[src/rtl/uart_bridge.sv]
// uart_bridge: decodes 'W'/'R' command frames from a UART byte stream into single-beat bus transfers and returns response frames
//   clk_i, rst_ni           : clock, asynchronous active-low reset
//   rx_data_i, rx_valid_i   : received byte stream, no backpressure
//   tx_data_o, tx_valid_o,
//   tx_ready_i              : response byte stream, valid/ready handshake
//   req_o, we_o, addr_o,
//   wdata_o, rdata_i, ack_i : single-beat bus master
//   busy_o, overrun_o,
//   timeout_o               : status flags
module uart_bridge #(
  parameter int TIMEOUT_CYCLES = 100000
) (
  input  logic        clk_i,
  input  logic        rst_ni,
  input  logic [7:0]  rx_data_i,
  input  logic        rx_valid_i,
  output logic [7:0]  tx_data_o,
  output logic        tx_valid_o,
  input  logic        tx_ready_i,
  output logic        req_o,
  output logic        we_o,
  output logic [31:0] addr_o,
  output logic [31:0] wdata_o,
  input  logic [31:0] rdata_i,
  input  logic        ack_i,
  output logic        busy_o,
  output logic        overrun_o,
  output logic        timeout_o
);
  localparam int TW = $clog2(TIMEOUT_CYCLES + 1);
  typedef enum logic [2:0] {IDLE, ADDR, DATA, BUS, RESP} state_t;
  state_t        r_state;
  logic          r_wr;
  logic [1:0]    r_cnt;
  logic [31:0]   r_addr;
  logic [31:0]   r_wdata;
  logic [31:0]   r_shift;
  logic [2:0]    r_len;
  logic [TW-1:0] r_tmo;
  logic          r_overrun;
  logic          r_timeout;
  logic          w_rx_phase;
  logic          w_tmo_hit;
  // the abort fires on the idle cycle that would bring the counter to TIMEOUT_CYCLES
  assign w_rx_phase = (r_state == ADDR) || (r_state == DATA);
  assign w_tmo_hit  = (r_tmo == TW'(TIMEOUT_CYCLES - 1)) && !rx_valid_i;
  assign req_o      = r_state == BUS;
  assign we_o       = req_o && r_wr;
  assign addr_o     = r_addr;
  assign wdata_o    = r_wdata;
  assign tx_valid_o = r_state == RESP;
  assign tx_data_o  = r_shift[7:0];
  assign busy_o     = r_state != IDLE;
  assign overrun_o  = r_overrun;
  assign timeout_o  = r_timeout;
  always_ff @(posedge clk_i or negedge rst_ni) begin
    if (!rst_ni) begin
      r_state   <= IDLE;
      r_wr      <= 1'b0;
      r_cnt     <= 2'd0;
      r_addr    <= 32'd0;
      r_wdata   <= 32'd0;
      r_shift   <= 32'd0;
      r_len     <= 3'd0;
      r_tmo     <= '0;
      r_overrun <= 1'b0;
      r_timeout <= 1'b0;
    end else begin
      r_overrun <= rx_valid_i && (r_state == BUS || r_state == RESP);
      r_timeout <= 1'b0;
      r_tmo     <= (w_rx_phase && !rx_valid_i) ? r_tmo + TW'(1) : '0;
      case (r_state)
        IDLE: if (rx_valid_i) begin
          if (rx_data_i == 8'h57 || rx_data_i == 8'h52) begin
            r_wr    <= rx_data_i == 8'h57;
            r_cnt   <= 2'd0;
            r_state <= ADDR;
          end else begin
            r_shift <= 32'h0000_003F;
            r_len   <= 3'd1;
            r_state <= RESP;
          end
        end
        ADDR: if (rx_valid_i) begin
          r_addr[8*r_cnt +: 8] <= rx_data_i;
          r_cnt                <= r_cnt + 2'd1;
          if (r_cnt == 2'd3) r_state <= r_wr ? DATA : BUS;
        end else if (w_tmo_hit) begin
          r_state   <= IDLE;
          r_timeout <= 1'b1;
        end
        DATA: if (rx_valid_i) begin
          r_wdata[8*r_cnt +: 8] <= rx_data_i;
          r_cnt                 <= r_cnt + 2'd1;
          if (r_cnt == 2'd3) r_state <= BUS;
        end else if (w_tmo_hit) begin
          r_state   <= IDLE;
          r_timeout <= 1'b1;
        end
        BUS: if (ack_i) begin
          r_shift <= r_wr ? 32'h0000_004B : rdata_i;
          r_len   <= r_wr ? 3'd1 : 3'd4;
          r_state <= RESP;
        end
        RESP: if (tx_ready_i) begin
          r_shift <= r_shift >> 8;
          r_len   <= r_len - 3'd1;
          if (r_len == 3'd1) r_state <= IDLE;
        end
        default: r_state <= IDLE;
      endcase
    end
  end
endmodule

[config.mk]
export PLATFORM = sky130hd
export DESIGN_NAME = uart_bridge
export DESIGN_NICKNAME = d
export VERILOG_FILES = /design/src/rtl/uart_bridge.sv
export SDC_FILE = /design/constraint.sdc
export NUM_CORES = 1
export LEC_CHECK = 0
export ABC_AREA = 0
export CORE_MARGIN = 1
export CORE_UTILIZATION = 54
export DETAILED_ROUTE_END_ITERATION = 8
export PLACE_DENSITY = 0.95
export SETUP_SLACK_MARGIN = 0.5
export SLEW_MARGIN = 25
export SYNTH_ARGS = -nofsm -noshare
export SYNTH_HDL_FRONTEND = slang
export SYNTH_SLANG_ARGS = --single-unit
[constraint.sdc]
create_clock -name clk_i -period 4.95 [get_ports clk_i]
set_clock_uncertainty 0.05 [all_clocks]
set_input_delay 0.495 -clock clk_i [delete_from_list [all_inputs] [get_ports clk_i]]
set_output_delay 0.495 -clock clk_i [all_outputs]
set_load 0.02 [all_outputs]
==> reports/summary.txt <==
worst min-delay path category - reg -> reg
Remaining DRCs - 0
Static Leak - 3.06 nW
vias per inst - 5.84
Clock H-tree levels - 4
min cycle time layout - 3.20 ns
reg2reg setup slack - 2.26 ns
Final GP Congestion - 0.814
post-synthesis cell count - 566
ys flop type - dfrtp_1
worst skew pair latency - 0.51 ns
status - finished, final reports clean
Power Density - 566 nW/µm²
Antenna diodes - 0
Final Hold Fails - 0
multi-input logic area - 2160 µm²
Register Area - 3100 µm²
Mapped Nets - 619
DRT antenna net count - 0
Final setup violation count - 0
warning count from the yosys run - 0
share of layout cells above drive strength 1 - 6.73%
period utilization - 64.6%
crit path DAT - 2.65 ns
Core ar. - 9860 µm²
syn_area_per_cell - 9.77 µm²
Crit Path Category - reg -> out
largest net degree at the start of global routing - 79
fill count - 581
Clock Tree Root - clkbuf_8
Seq/Total Area, Yosys - 56.1%
Worst VDD drop - 0.000352 V
DRT Pass-1 Iters - 8
type of origin of the critical path - flop
final net count - 724
CTS sink cnt - 124
I/O Buffers - 122
Die Y - 103 µm
clk slew on worst S/H paths - 0.06 ns
CTS tree - built
Die Span X - 103 µm
Slew Viols, Final - 0
critical path capture point type - output pin
Worst Path Required - 4.41 ns
DR iter-0 viols - 445
# IOs - 123
initial antenna violation count - 0
vias post-DR - 4762
Post-synth EDFFs - 0
area grow syn2layout - 31.8%
detailed-route wire length per cell - 17.4 µm
clock tree buffer depth - 2
max_cap viols - 0
setup TNS - 0 ns
Global Route Usage Sum - 27.8%
first-pass GRT wire length - 22300 µm
CTS Buf Count - 17
Crit Path Max Fanout - 12
initial core utilization - 56.1%
fmax - 313 MHz
vias in the first global route - 4504
drt total wl - 14200 µm
RSZ-0062 raised after global routing - false
Worst slew margin - 27.0%
number of synthesized register bits - 124
synthesized area - 5530 µm²
total gr overflow - 0
Finished Core Util - 73.9%
hpwl dp - 9440 µm
Site Rows - 36
full die area - 10700 µm²
worst slew pin tran - 1.09 ns
synth unique cells - 53
Post-synth ARST share - 100%
metal layers:
layer,wire length (µm),share of wire [%],global-route usage [%],up-vias
li1,-,-,-,2151
met1,5740,40,34.9,2329
met2,7240,51,46.1,250
met3,891,6.3,5.58,32
met4,352,2.5,14.0,0
met5,0,0,0,-
power by group:
part | internal, W | switching, W
logic | 0.000629 | 0.000912
clock network | 0.000716 | 0.000445
registers | 0.00124 | 0.000178
per-stage QoR:
| stage | total power (W) | hold WS, ns | worst slack (ns) | instance area, µm² | std cells |
|---|---|---|---|---|---|
| 2_1_floorplan | 0.00236 | 0.149 | 3.10 | 5530 | 566 |
| 3_3_place_gp | 0.00287 | 0.413 | 2.34 | 6710 | 784 |
| 3_5_place_dp | 0.00293 | 0.420 | 2.21 | 6710 | 784 |
| 4_1_cts | 0.00412 | 0.108 | 1.79 | 7270 | 815 |
| 5_1_grt | 0.00432 | 0.447 | 1.58 | 7290 | 816 |
| 6_report | 0.00412 | 0.430 | 1.75 | 7290 | 816 |
critical path: stages, from the launching register on:
cell,delay [ns]
dfrtp_1,0.61
nand3b_1,0.44
inv_1,0.33
and2_1,0.16
clkdlybuf4s50_1,0.59
synth_stat cells, types with 3 or more instances:
library cell / count / area, µm²
o21ai_1: 17 / 85.1
a22o_1: 17 / 149
o21ai_0: 73 / 365
a211oi_1: 3 / 22.5
and4b_1: 3 / 30.0
nor2b_1: 3 / 18.8
buf_4: 9 / 67.6
xnor2_1: 8 / 70.1
dfrtp_1: 124 / 3100
o31ai_1: 4 / 30.0
buf_6: 3 / 33.8
buf_2: 16 / 80.1
inv_1: 13 / 48.8
clkbuf_1: 10 / 37.5
a21oi_1: 6 / 30.0
ha_1: 8 / 100
nand3_1: 9 / 45.0
nand2_1: 133 / 499
o22ai_1: 4 / 25.0
or3_1: 3 / 18.8
nor2_1: 36 / 135
a22oi_1: 19 / 143
nor3_1: 4 / 20.0
xor2_1: 7 / 61.3
area by class of cell:
type	instances	share of cell area (%)
Sequential cell	124	42.6
Multi-Input combinational cell	389	29.6
Timing Repair Buffer	125	17.1
Clock buffer	22	6.49
Tap cell	133	2.28
Clock inverter	9	1.20
Inverter	14	0.721
placed cells by master (no fill, tap or decap), drive strengths merged, types with 3 or more instances in the layout:
| cell | count |
|---|---|
| o22ai | 4 |
| nor2b | 3 |
| o21ai | 90 |
| clkbuf | 22 |
| nor2 | 37 |
| o31ai | 5 |
| nand2 | 133 |
| dfrtp | 124 |
| a21oi | 6 |
| buf | 3 |
| ha | 8 |
| nor3 | 5 |
| nor3b | 3 |
| xor2 | 7 |
| clkinvlp | 4 |
| a211oi | 3 |
| clkdlybuf4s50 | 121 |
| xnor2 | 8 |
| inv | 15 |
| a22o | 17 |
| and4b | 3 |
| or3 | 3 |
| clkinv | 3 |
| nand3 | 9 |
| a22oi | 19 |
sequential cells by signal, indices dropped and copies added (netlist names):
register,flops
overrun_o,1
r_wr,1
r_cnt,2
r_state,3
addr_o,32
timeout_o,1
r_shift,32
r_tmo,17
r_len,3
wdata_o,32
what timing repair did:
action,CTS,global route
resized for setup,0,0
endpoints found under the setup margin,0,0
hold endpoints to repair,0,1
hold buffers,0,1
setup buffers,0,0
cells by family after synthesis:
kind of cell / count (synthesis) / synth area share (%)
and+or+nand+nor: 211 / 16.8
AOI/OAI and AO/OA: 152 / 17.4
DFF: 124 / 56.1
buffers and inverters: 53 / 4.98
xor gates and xnor gates: 15 / 2.38
adders and majority gates: 8 / 1.81
muxes: 3 / 0.566
final timing paths:
path | startpoint | end | depth (start not counted)
max in group asynchronous | rst_ni | r_state[0] | 3
setup / recovery | r_state[1] | we_o | 4
hold reg to reg | addr_o[28] | addr_o[28] | 2
min in group asynchronous | rst_ni | addr_o[3] | 2
hold / removal | addr_o[28] | addr_o[28] | 2
setup reg to reg | r_cnt[0] | addr_o[22] | 5
(Power assumes the default switching activity.)
